$ cat src/rtl/alu_uart_ctrl_if.sv
// Signal bundle between the command sequencer, the UART rx/tx pair and the ALU.
// The slave side is the sequencer; the master side drives received bytes and tx completion.
interface alu_uart_ctrl_if #(
    parameter int NB_DATA = 8,
    parameter int NB_OP   = 6
);
    logic [NB_DATA-1:0] i_rx_data;
    logic               i_rx_done;
    logic               i_tx_done;
    logic [NB_DATA-1:0] i_alu_result;
    logic [NB_DATA-1:0] o_data_a;
    logic [NB_DATA-1:0] o_data_b;
    logic [NB_OP-1:0]   o_op;
    logic [NB_DATA-1:0] o_tx_data;
    logic               o_tx_start;
    logic               o_busy;
    logic               o_timeout;

    modport slave (
        input  i_rx_data, i_rx_done, i_tx_done, i_alu_result,
        output o_data_a, o_data_b, o_op, o_tx_data, o_tx_start, o_busy, o_timeout
    );

    modport master (
        output i_rx_data, i_rx_done, i_tx_done, i_alu_result,
        input  o_data_a, o_data_b, o_op, o_tx_data, o_tx_start, o_busy, o_timeout
    );
endinterface

$ cat src/rtl/alu_uart_ctrl.sv
// Collects operand A, operand B and opcode from three UART bytes, lets the ALU settle
// for one cycle on registered inputs, then hands the result to the UART transmitter.
module alu_uart_ctrl #(
    parameter int NB_DATA        = 8,
    parameter int NB_OP          = 6,
    parameter int TIMEOUT_CYCLES = 1000000
) (
    input  logic           i_clock,
    input  logic           i_reset,
    alu_uart_ctrl_if.slave bus
);
    localparam int              CNT_W    = $clog2(TIMEOUT_CYCLES);
    localparam logic [CNT_W-1:0] CNT_LAST = CNT_W'(TIMEOUT_CYCLES - 1);

    typedef enum logic [2:0] {
        S_WAIT_A,
        S_WAIT_B,
        S_WAIT_OP,
        S_EXEC,
        S_WAIT_TX
    } state_t;

    state_t             state_reg,    state_next;
    logic [CNT_W-1:0]   cnt_reg,      cnt_next;
    logic [NB_DATA-1:0] data_a_reg,   data_a_next;
    logic [NB_DATA-1:0] data_b_reg,   data_b_next;
    logic [NB_OP-1:0]   op_reg,       op_next;
    logic [NB_DATA-1:0] tx_data_reg,  tx_data_next;
    logic               tx_start_reg, tx_start_next;
    logic               timeout_reg,  timeout_next;

    always_ff @(posedge i_clock) begin
        if (i_reset) begin
            state_reg    <= S_WAIT_A;
            cnt_reg      <= '0;
            data_a_reg   <= '0;
            data_b_reg   <= '0;
            op_reg       <= '0;
            tx_data_reg  <= '0;
            tx_start_reg <= 1'b0;
            timeout_reg  <= 1'b0;
        end else begin
            state_reg    <= state_next;
            cnt_reg      <= cnt_next;
            data_a_reg   <= data_a_next;
            data_b_reg   <= data_b_next;
            op_reg       <= op_next;
            tx_data_reg  <= tx_data_next;
            tx_start_reg <= tx_start_next;
            timeout_reg  <= timeout_next;
        end
    end

    always_comb begin
        state_next    = state_reg;
        cnt_next      = cnt_reg;
        data_a_next   = data_a_reg;
        data_b_next   = data_b_reg;
        op_next       = op_reg;
        tx_data_next  = tx_data_reg;
        tx_start_next = 1'b0;
        timeout_next  = 1'b0;
        case (state_reg)
            S_WAIT_A: begin
                cnt_next = '0;
                if (bus.i_rx_done) begin
                    data_a_next = bus.i_rx_data;
                    state_next  = S_WAIT_B;
                end
            end
            S_WAIT_B: begin
                // A byte arriving in the expiry cycle still counts.
                if (bus.i_rx_done) begin
                    data_b_next = bus.i_rx_data;
                    cnt_next    = '0;
                    state_next  = S_WAIT_OP;
                end else if (cnt_reg == CNT_LAST) begin
                    cnt_next     = '0;
                    timeout_next = 1'b1;
                    state_next   = S_WAIT_A;
                end else begin
                    cnt_next = cnt_reg + 1'b1;
                end
            end
            S_WAIT_OP: begin
                if (bus.i_rx_done) begin
                    op_next    = bus.i_rx_data[NB_OP-1:0];
                    cnt_next   = '0;
                    state_next = S_EXEC;
                end else if (cnt_reg == CNT_LAST) begin
                    cnt_next     = '0;
                    timeout_next = 1'b1;
                    state_next   = S_WAIT_A;
                end else begin
                    cnt_next = cnt_reg + 1'b1;
                end
            end
            S_EXEC: begin
                tx_data_next  = bus.i_alu_result;
                tx_start_next = 1'b1;
                state_next    = S_WAIT_TX;
            end
            S_WAIT_TX: begin
                if (bus.i_tx_done) begin
                    state_next = S_WAIT_A;
                end
            end
            default: state_next = S_WAIT_A;
        endcase
    end

    assign bus.o_data_a   = data_a_reg;
    assign bus.o_data_b   = data_b_reg;
    assign bus.o_op       = op_reg;
    assign bus.o_tx_data  = tx_data_reg;
    assign bus.o_tx_start = tx_start_reg;
    assign bus.o_timeout  = timeout_reg;
    assign bus.o_busy     = (state_reg == S_EXEC) || (state_reg == S_WAIT_TX);
endmodule

$ cat src/flat_wrapper.sv
// flat-port wrapper written by rule: the top's interface ports become plain ports
module alu_uart_ctrl_flat 
#(
    parameter int NB_DATA        = 8,
    parameter int NB_OP          = 6,
    parameter int TIMEOUT_CYCLES = 1000000
)
  (i_clock, i_reset, bus_i_rx_data, bus_i_rx_done, bus_i_tx_done, bus_i_alu_result, bus_o_data_a, bus_o_data_b, bus_o_op, bus_o_tx_data, bus_o_tx_start, bus_o_busy, bus_o_timeout);
  alu_uart_ctrl_if #(.NB_DATA(NB_DATA), .NB_OP(NB_OP)) bus_i ();
  input  logic i_clock;
  input  logic i_reset;
  input wire logic [$bits(bus_i.i_rx_data)-1:0] bus_i_rx_data;
  input wire logic [$bits(bus_i.i_rx_done)-1:0] bus_i_rx_done;
  input wire logic [$bits(bus_i.i_tx_done)-1:0] bus_i_tx_done;
  input wire logic [$bits(bus_i.i_alu_result)-1:0] bus_i_alu_result;
  output wire logic [$bits(bus_i.o_data_a)-1:0] bus_o_data_a;
  output wire logic [$bits(bus_i.o_data_b)-1:0] bus_o_data_b;
  output wire logic [$bits(bus_i.o_op)-1:0] bus_o_op;
  output wire logic [$bits(bus_i.o_tx_data)-1:0] bus_o_tx_data;
  output wire logic [$bits(bus_i.o_tx_start)-1:0] bus_o_tx_start;
  output wire logic [$bits(bus_i.o_busy)-1:0] bus_o_busy;
  output wire logic [$bits(bus_i.o_timeout)-1:0] bus_o_timeout;
  assign bus_i.i_rx_data = bus_i_rx_data;
  assign bus_i.i_rx_done = bus_i_rx_done;
  assign bus_i.i_tx_done = bus_i_tx_done;
  assign bus_i.i_alu_result = bus_i_alu_result;
  assign bus_o_data_a = bus_i.o_data_a;
  assign bus_o_data_b = bus_i.o_data_b;
  assign bus_o_op = bus_i.o_op;
  assign bus_o_tx_data = bus_i.o_tx_data;
  assign bus_o_tx_start = bus_i.o_tx_start;
  assign bus_o_busy = bus_i.o_busy;
  assign bus_o_timeout = bus_i.o_timeout;
  alu_uart_ctrl #(.NB_DATA(NB_DATA), .NB_OP(NB_OP), .TIMEOUT_CYCLES(TIMEOUT_CYCLES)) u_core (.i_clock(i_clock), .i_reset(i_reset), .bus(bus_i));
endmodule
$ cat config.mk
export PLATFORM = sky130hd
export DESIGN_NAME = alu_uart_ctrl_flat
export DESIGN_NICKNAME = d
export VERILOG_FILES = /design/src/rtl/alu_uart_ctrl_if.sv /design/src/rtl/alu_uart_ctrl.sv /design/src/flat_wrapper.sv
export SDC_FILE = /design/constraint.sdc
export NUM_CORES = 1
export LEC_CHECK = 0
export BUFFER_PORTS_ARGS = -buffer_cell sky130_fd_sc_hd__buf_4
export CORE_MARGIN = 2
export CORE_UTILIZATION = 40
export CTS_CLUSTER_DIAMETER = 40
export CTS_CLUSTER_SIZE = 30
export DETAILED_ROUTE_END_ITERATION = 7
export GPL_ROUTABILITY_DRIVEN = 0
export GPL_TIMING_DRIVEN = 0
export PLACE_DENSITY_LB_ADDON = 0.08
export SYNTH_ARGS = -nofsm -noshare
export SYNTH_HDL_FRONTEND = slang
export SYNTH_SLANG_ARGS = --single-unit
$ cat constraint.sdc
create_clock -name i_clock -period 2.3 [get_ports i_clock]
set_clock_uncertainty 0.05 [all_clocks]
set_input_delay 0.23 -clock i_clock [delete_from_list [all_inputs] [get_ports i_clock]]
set_output_delay 0.23 -clock i_clock [all_outputs]
set_load 0.005 [all_outputs]
# Yosys cells after proc, flatten, opt, wreduce, memory -nomap -nowiden
# Cells that the tools add are included.
word_totals:
  out_inout_bits: 33
  inputBits: 20
  elab_cells: 37
  regBits: 55
classes:
  addsub: 1
  bitwise_logic: 1
  n_reduce_logical: 9
  muxes: 11
  eq_ne: 7
op_table:
  columns: ["op", "count"]
  rows:
  - ["two-way mux 20 bit", 2]
  - ["case mux 20 bit (2 select lines)", 1]
  - ["adder 20 x 1 -> 20 bit, second input constant", 1]
  - ["== test 20 bit, second input constant", 1]
  - ["two-way mux 3 bit", 5]
  - ["case mux 3 bit (5 select lines)", 1]
  - ["AND reduction 2 bit", 4]
  - ["== test 3 x 2 -> 1 bit, second input constant", 2]
  - ["inequality test 2 bit, second input constant", 2]
  - ["== test 3 x 1 -> 1 bit, second input constant", 1]
  - ["== test 3 bit, second input constant", 1]
  - ["logical NOT 3 bit", 1]
  - ["OR reduction 3 bit", 1]
  - ["two-way mux 1 bit", 2]
  - ["nonzero test 2 bit", 1]
  - ["OR reduction 2 bit", 1]
  - ["logical OR 1 bit", 1]
  - ["inverter 1 bit", 1]

# Longest topological paths before layout
logic_depth:
  word_depth: 4
  depth_mapped: 8
  depth_no_buf: 6

# Least setup slack after synthesis
# No wires, ideal clock.
synth_path:
  path_type: "flip-flop to flip-flop"
  start: "register u_core.cnt_reg[9]"
  end: "register u_core.cnt_reg[19]"
  n_path_buf: 2
  t_arrival_ps: 1621
  setup_ps: 122
  required_ps: 2128
  setup_slack_ps: 507
  path_stages_with_launch: 8
  synth_period_minus_slack_ps: 1793
  cell_sequence: "dfxtp_1 > clkbuf_1 > nor4bb_1 > nand4_1 > o21ba_4 > buf_6 > and3_1 > a221o_1"
synth_via:
  elab_chain_cells: 4
  word_cells_on_any_way: 5
  classes_between: "add/sub (1); eq/ne (1); mux (3)"
synth_rtl:
  columns: ["element", "line_no", "text"]
  rows:
  - ["start: declaration", "alu_uart_ctrl.sv:24", "logic [CNT_W-1:0] cnt_reg, cnt_next;"]
  - ["start signal: assignment", "alu_uart_ctrl.sv:44", "cnt_reg <= cnt_next;"]
  - ["adder 20 x 1 -> 20 bit or == test 20 bit (tied branches)", null, null]
  - ["two-way mux 20 bit (*)", "alu_uart_ctrl.sv:77, alu_uart_ctrl.sv:90", null]
  - ["two-way mux 20 bit (*)", "alu_uart_ctrl.sv:73", "if (bus.i_rx_done) begin"]
  - ["case mux 20 bit (2 select lines) (*)", "alu_uart_ctrl.sv:63", "case (state_reg)"]
# Mark *: on every way between the ends. The rest lies on a longest branch, timed or not.
# A chain may end at the register's enable or synchronous reset.

# Worst setup path in the final report
layout_path:
  start: "register u_core.state_reg[2]"
  end: "output bus_o_busy"
layout_via:
  elab_chain_cells: 2
  word_cells_on_any_way: 3
  classes_between: "eq/ne (2); reduce/logical (1)"
layout_rtl:
  columns: ["element", "line_no", "text"]
  rows:
  - ["start: declaration", "alu_uart_ctrl.sv:23", "state_t state_reg, state_next;"]
  - ["start signal: assignment", "alu_uart_ctrl.sv:43", "state_reg <= state_next;"]
  - ["== test 3 x 2 -> 1 bit or == test 3 bit (tied branches)", "alu_uart_ctrl.sv:118", "assign bus.o_busy = (state_reg == S_EXEC) || (state_reg == S_WAIT_TX);"]
  - ["logical OR 1 bit (*)", "alu_uart_ctrl.sv:118", null]
  - ["end: declaration", "flat_wrapper.sv:21", "output wire logic [$bits(bus_i.o_busy)-1:0] bus_o_busy;"]
# Marks and branches as above.

==> impl_metrics.env <==
export IMPL_use_met2_pct=27.4
export IMPL_use_met1_pct=25.3
export IMPL_fmax_mhz=490
export IMPL_fin_crit_sh_pct=88.8
export IMPL_status="finished, final reports clean"
export IMPL_grt_max_degree=16
export IMPL_period_minus_slack_ps=2040
export IMPL_grt_busiest_layer="met2"
export IMPL_cts_hold_buf=0
export IMPL_antenna_found_initial=0
export IMPL_synth_edf_count=0
export IMPL_cts_buffer_depth=2
export IMPL_ant_nets=0
export IMPL_yosysTopAreaCell="dfxtp_1"
export IMPL_maxCapViolCount=0
export IMPL_p_leak_uw=0.00123
export IMPL_diodes=0
export IMPL_num_rows=27
export IMPL_ys_ff_latch=55
export IMPL_core_um2=5610
export IMPL_clock_sinks=55
export IMPL_synth_simple_gate_area_share_pct=24.2
export IMPL_drc=0
export IMPL_insertion_delay_ps=310
export IMPL_synth_area_top_cells="dfxtp_1, mux2i_1, nand2_1"
export IMPL_root_buffer="clkbuf_8"
export IMPL_drive_above_1_share_pct=21.8
export IMPL_rrSetupSlack_ps=270
export IMPL_fin_nets=342
export IMPL_async_flop_share_pct=0
export IMPL_setup_viol=0
export IMPL_setup_tns_ps=0
export IMPL_postLayoutCellArea_um2=2940
export IMPL_drt_pass1_iterations=4
export IMPL_n_fill_cell=560
export IMPL_die_area_um2=6520
export IMPL_setup_ws_ps=259
export IMPL_tightest_slew_ps=920
export IMPL_vdd_drop_max_mv=0.281
export IMPL_via_per_inst=5.35
export IMPL_synth_adder_area_share_pct=0.531
export IMPL_port_buffers=52
export IMPL_dpl_cell_area_um2=2840
export IMPL_min_path_type="in -> reg"
export IMPL_initial_core_util_pct=42.0
export IMPL_finish_utilization_pct=52.4
export IMPL_grt_util_met3_pct=5.44
export IMPL_synth_top_family_by_area="simple AND/OR/NAND/NOR gates"
export IMPL_synth_compound_area_share_pct=13.2
export IMPL_relSlewSlack_pct=38.2
export IMPL_grt_overflow_total=0
export IMPL_synth_flop_cell="dfxtp_1"
export IMPL_cts_buffers=5
export IMPL_worstPathMaxFanout=10
export IMPL_grt_usage_pct=18.2
export IMPL_synth_cell_types=44
export IMPL_syn_avg_cell_area_um2=8.99
export IMPL_critical_path_arrival_ps=1760
export IMPL_synth_mux_area_fraction_pct=10.2
export IMPL_syn_nets=283
export IMPL_synthXorXnorAreaFrac_pct=1.12
export IMPL_path_clk_slew_ps=100
export IMPL_grt_pass1_wl_um=9250
export IMPL_yosys_warnings=0
export IMPL_totalPowerFinal_uw=1800
export IMPL_drt_total_wl_um=5600
export IMPL_die_h_um=80.7
export IMPL_cts_max_level=2
export IMPL_ys_seq_area_share_pct=46.7
export IMPL_criticalPathCategory="reg -> out"
export IMPL_grt_pass1_vias=1879
export IMPL_cp_start_kind="flip-flop"
export IMPL_syn_inst=262
export IMPL_required_ps=2020
export IMPL_tritoncts="yes"
export IMPL_rsz0062_at_grt="false"
export IMPL_wl_per_cell_um=14.3
export IMPL_hold_viol_final=0
export IMPL_mappedNetlistArea_um2=2360
export IMPL_p_per_area_nw_per_um2=612
export IMPL_preCtsSetupSlack_ps=273
export IMPL_die_w_um=80.7
export IMPL_finalMaxSlewViolations=0
export IMPL_yosysTopAreaCellShare_pct=46.7
export IMPL_synthToLayoutAreaGrowth_pct=24.8
export IMPL_vias=2103
export IMPL_largest_reg_flops=20
export IMPL_hpwl_um=3890
export IMPL_drt_iter0_drc=143
export IMPL_end_kind="output pin"
export IMPL_num_io_pins=53
[path summary, 6_finish.rpt]
check,startpoint,to,depth (start not counted)
max,u_core.state_reg[2],bus_o_busy,5
max reg2reg,u_core.cnt_reg[9],u_core.cnt_reg[19],7
min,bus_i_alu_result[4],u_core.bus.o_tx_data[4],3
min reg2reg,u_core.bus.o_data_a[7],u_core.bus.o_data_a[7],2
[repair_timing]
action	4_1_cts	5_1_grt
setup buffers	0	0
resized for setup	1	0
endpoints found under the setup margin	1	0
[power by group]
group	switching (µW)	internal [µW]	leakage, µW	total (µW)
combinational	83.6	86.5	0.000737	170
clock	320	320	0.0000513	640
sequential	14.1	974	0.000445	988
[cell usage in the layout, fill, tap and decap left out, types with 4 or more instances in the layout]
master / count
nand4_1: 7
and3_1: 7
a31oi_1: 12
mux2i_1: 23
clkbuf_1: 9
dfxtp_1: 55
a21oi_1: 13
clkbuf_8: 5
o21ai_0: 4
nor2_1: 35
nand2_1: 36
nand3_1: 9
buf_4: 52
[metrics by stage]
step	hold WS [ps]	cells
floorplan	316	262
global placement	394	386
detailed placement	397	386
CTS	81.3	393
global route	103	393
finish	94.4	393
[Yosys cell counts, drive strengths merged, types with 3 or more instances]
| library cell | count |
|---|---|
| a21oi | 13 |
| a22o | 3 |
| nand2b | 4 |
| nand2 | 36 |
| o21ai | 6 |
| nor2 | 35 |
| nor3 | 5 |
| and3 | 7 |
| a221o | 3 |
| clkbuf | 8 |
| a31oi | 12 |
| dfxtp | 55 |
| mux2i | 23 |
| nand4 | 7 |
| buf | 8 |
| nand3 | 9 |
[metal layers]
metal  routed length [µm]  vias up
met5                    0        -
met2                 2520       52
met1                 2650      987
met3                  350        6
li1                     -     1058
met4                   72        0
[logic make-up after synthesis]
group / after synthesis
mux: 24
simple gates: 117
flops: 55
xor+xnor: 3
buf+inv: 16
compound gates: 46
fa+ha+maj: 1
[layout make-up]
cell class | count | area, µm² | area share, %
plain buffers | 16 | 96.3 | 3.28
flip-flops and latches | 55 | 1100 | 37.4
repair buffers | 52 | 390 | 13.3
clock inverters | 1 | 30.0 | 1.02
well taps | 72 | 90.1 | 3.06
clock buffers | 6 | 72.6 | 2.47
multi-input cells | 191 | 1160 | 39.4
[critical path: stages (launching register included)]
cell,delay [ps]
dfxtp_1,340
clkbuf_1,340
nand3b_1,220
buf_2,320
nand2_1,90
buf_4,140
Note: power is estimated with default switching activity, not from simulation.
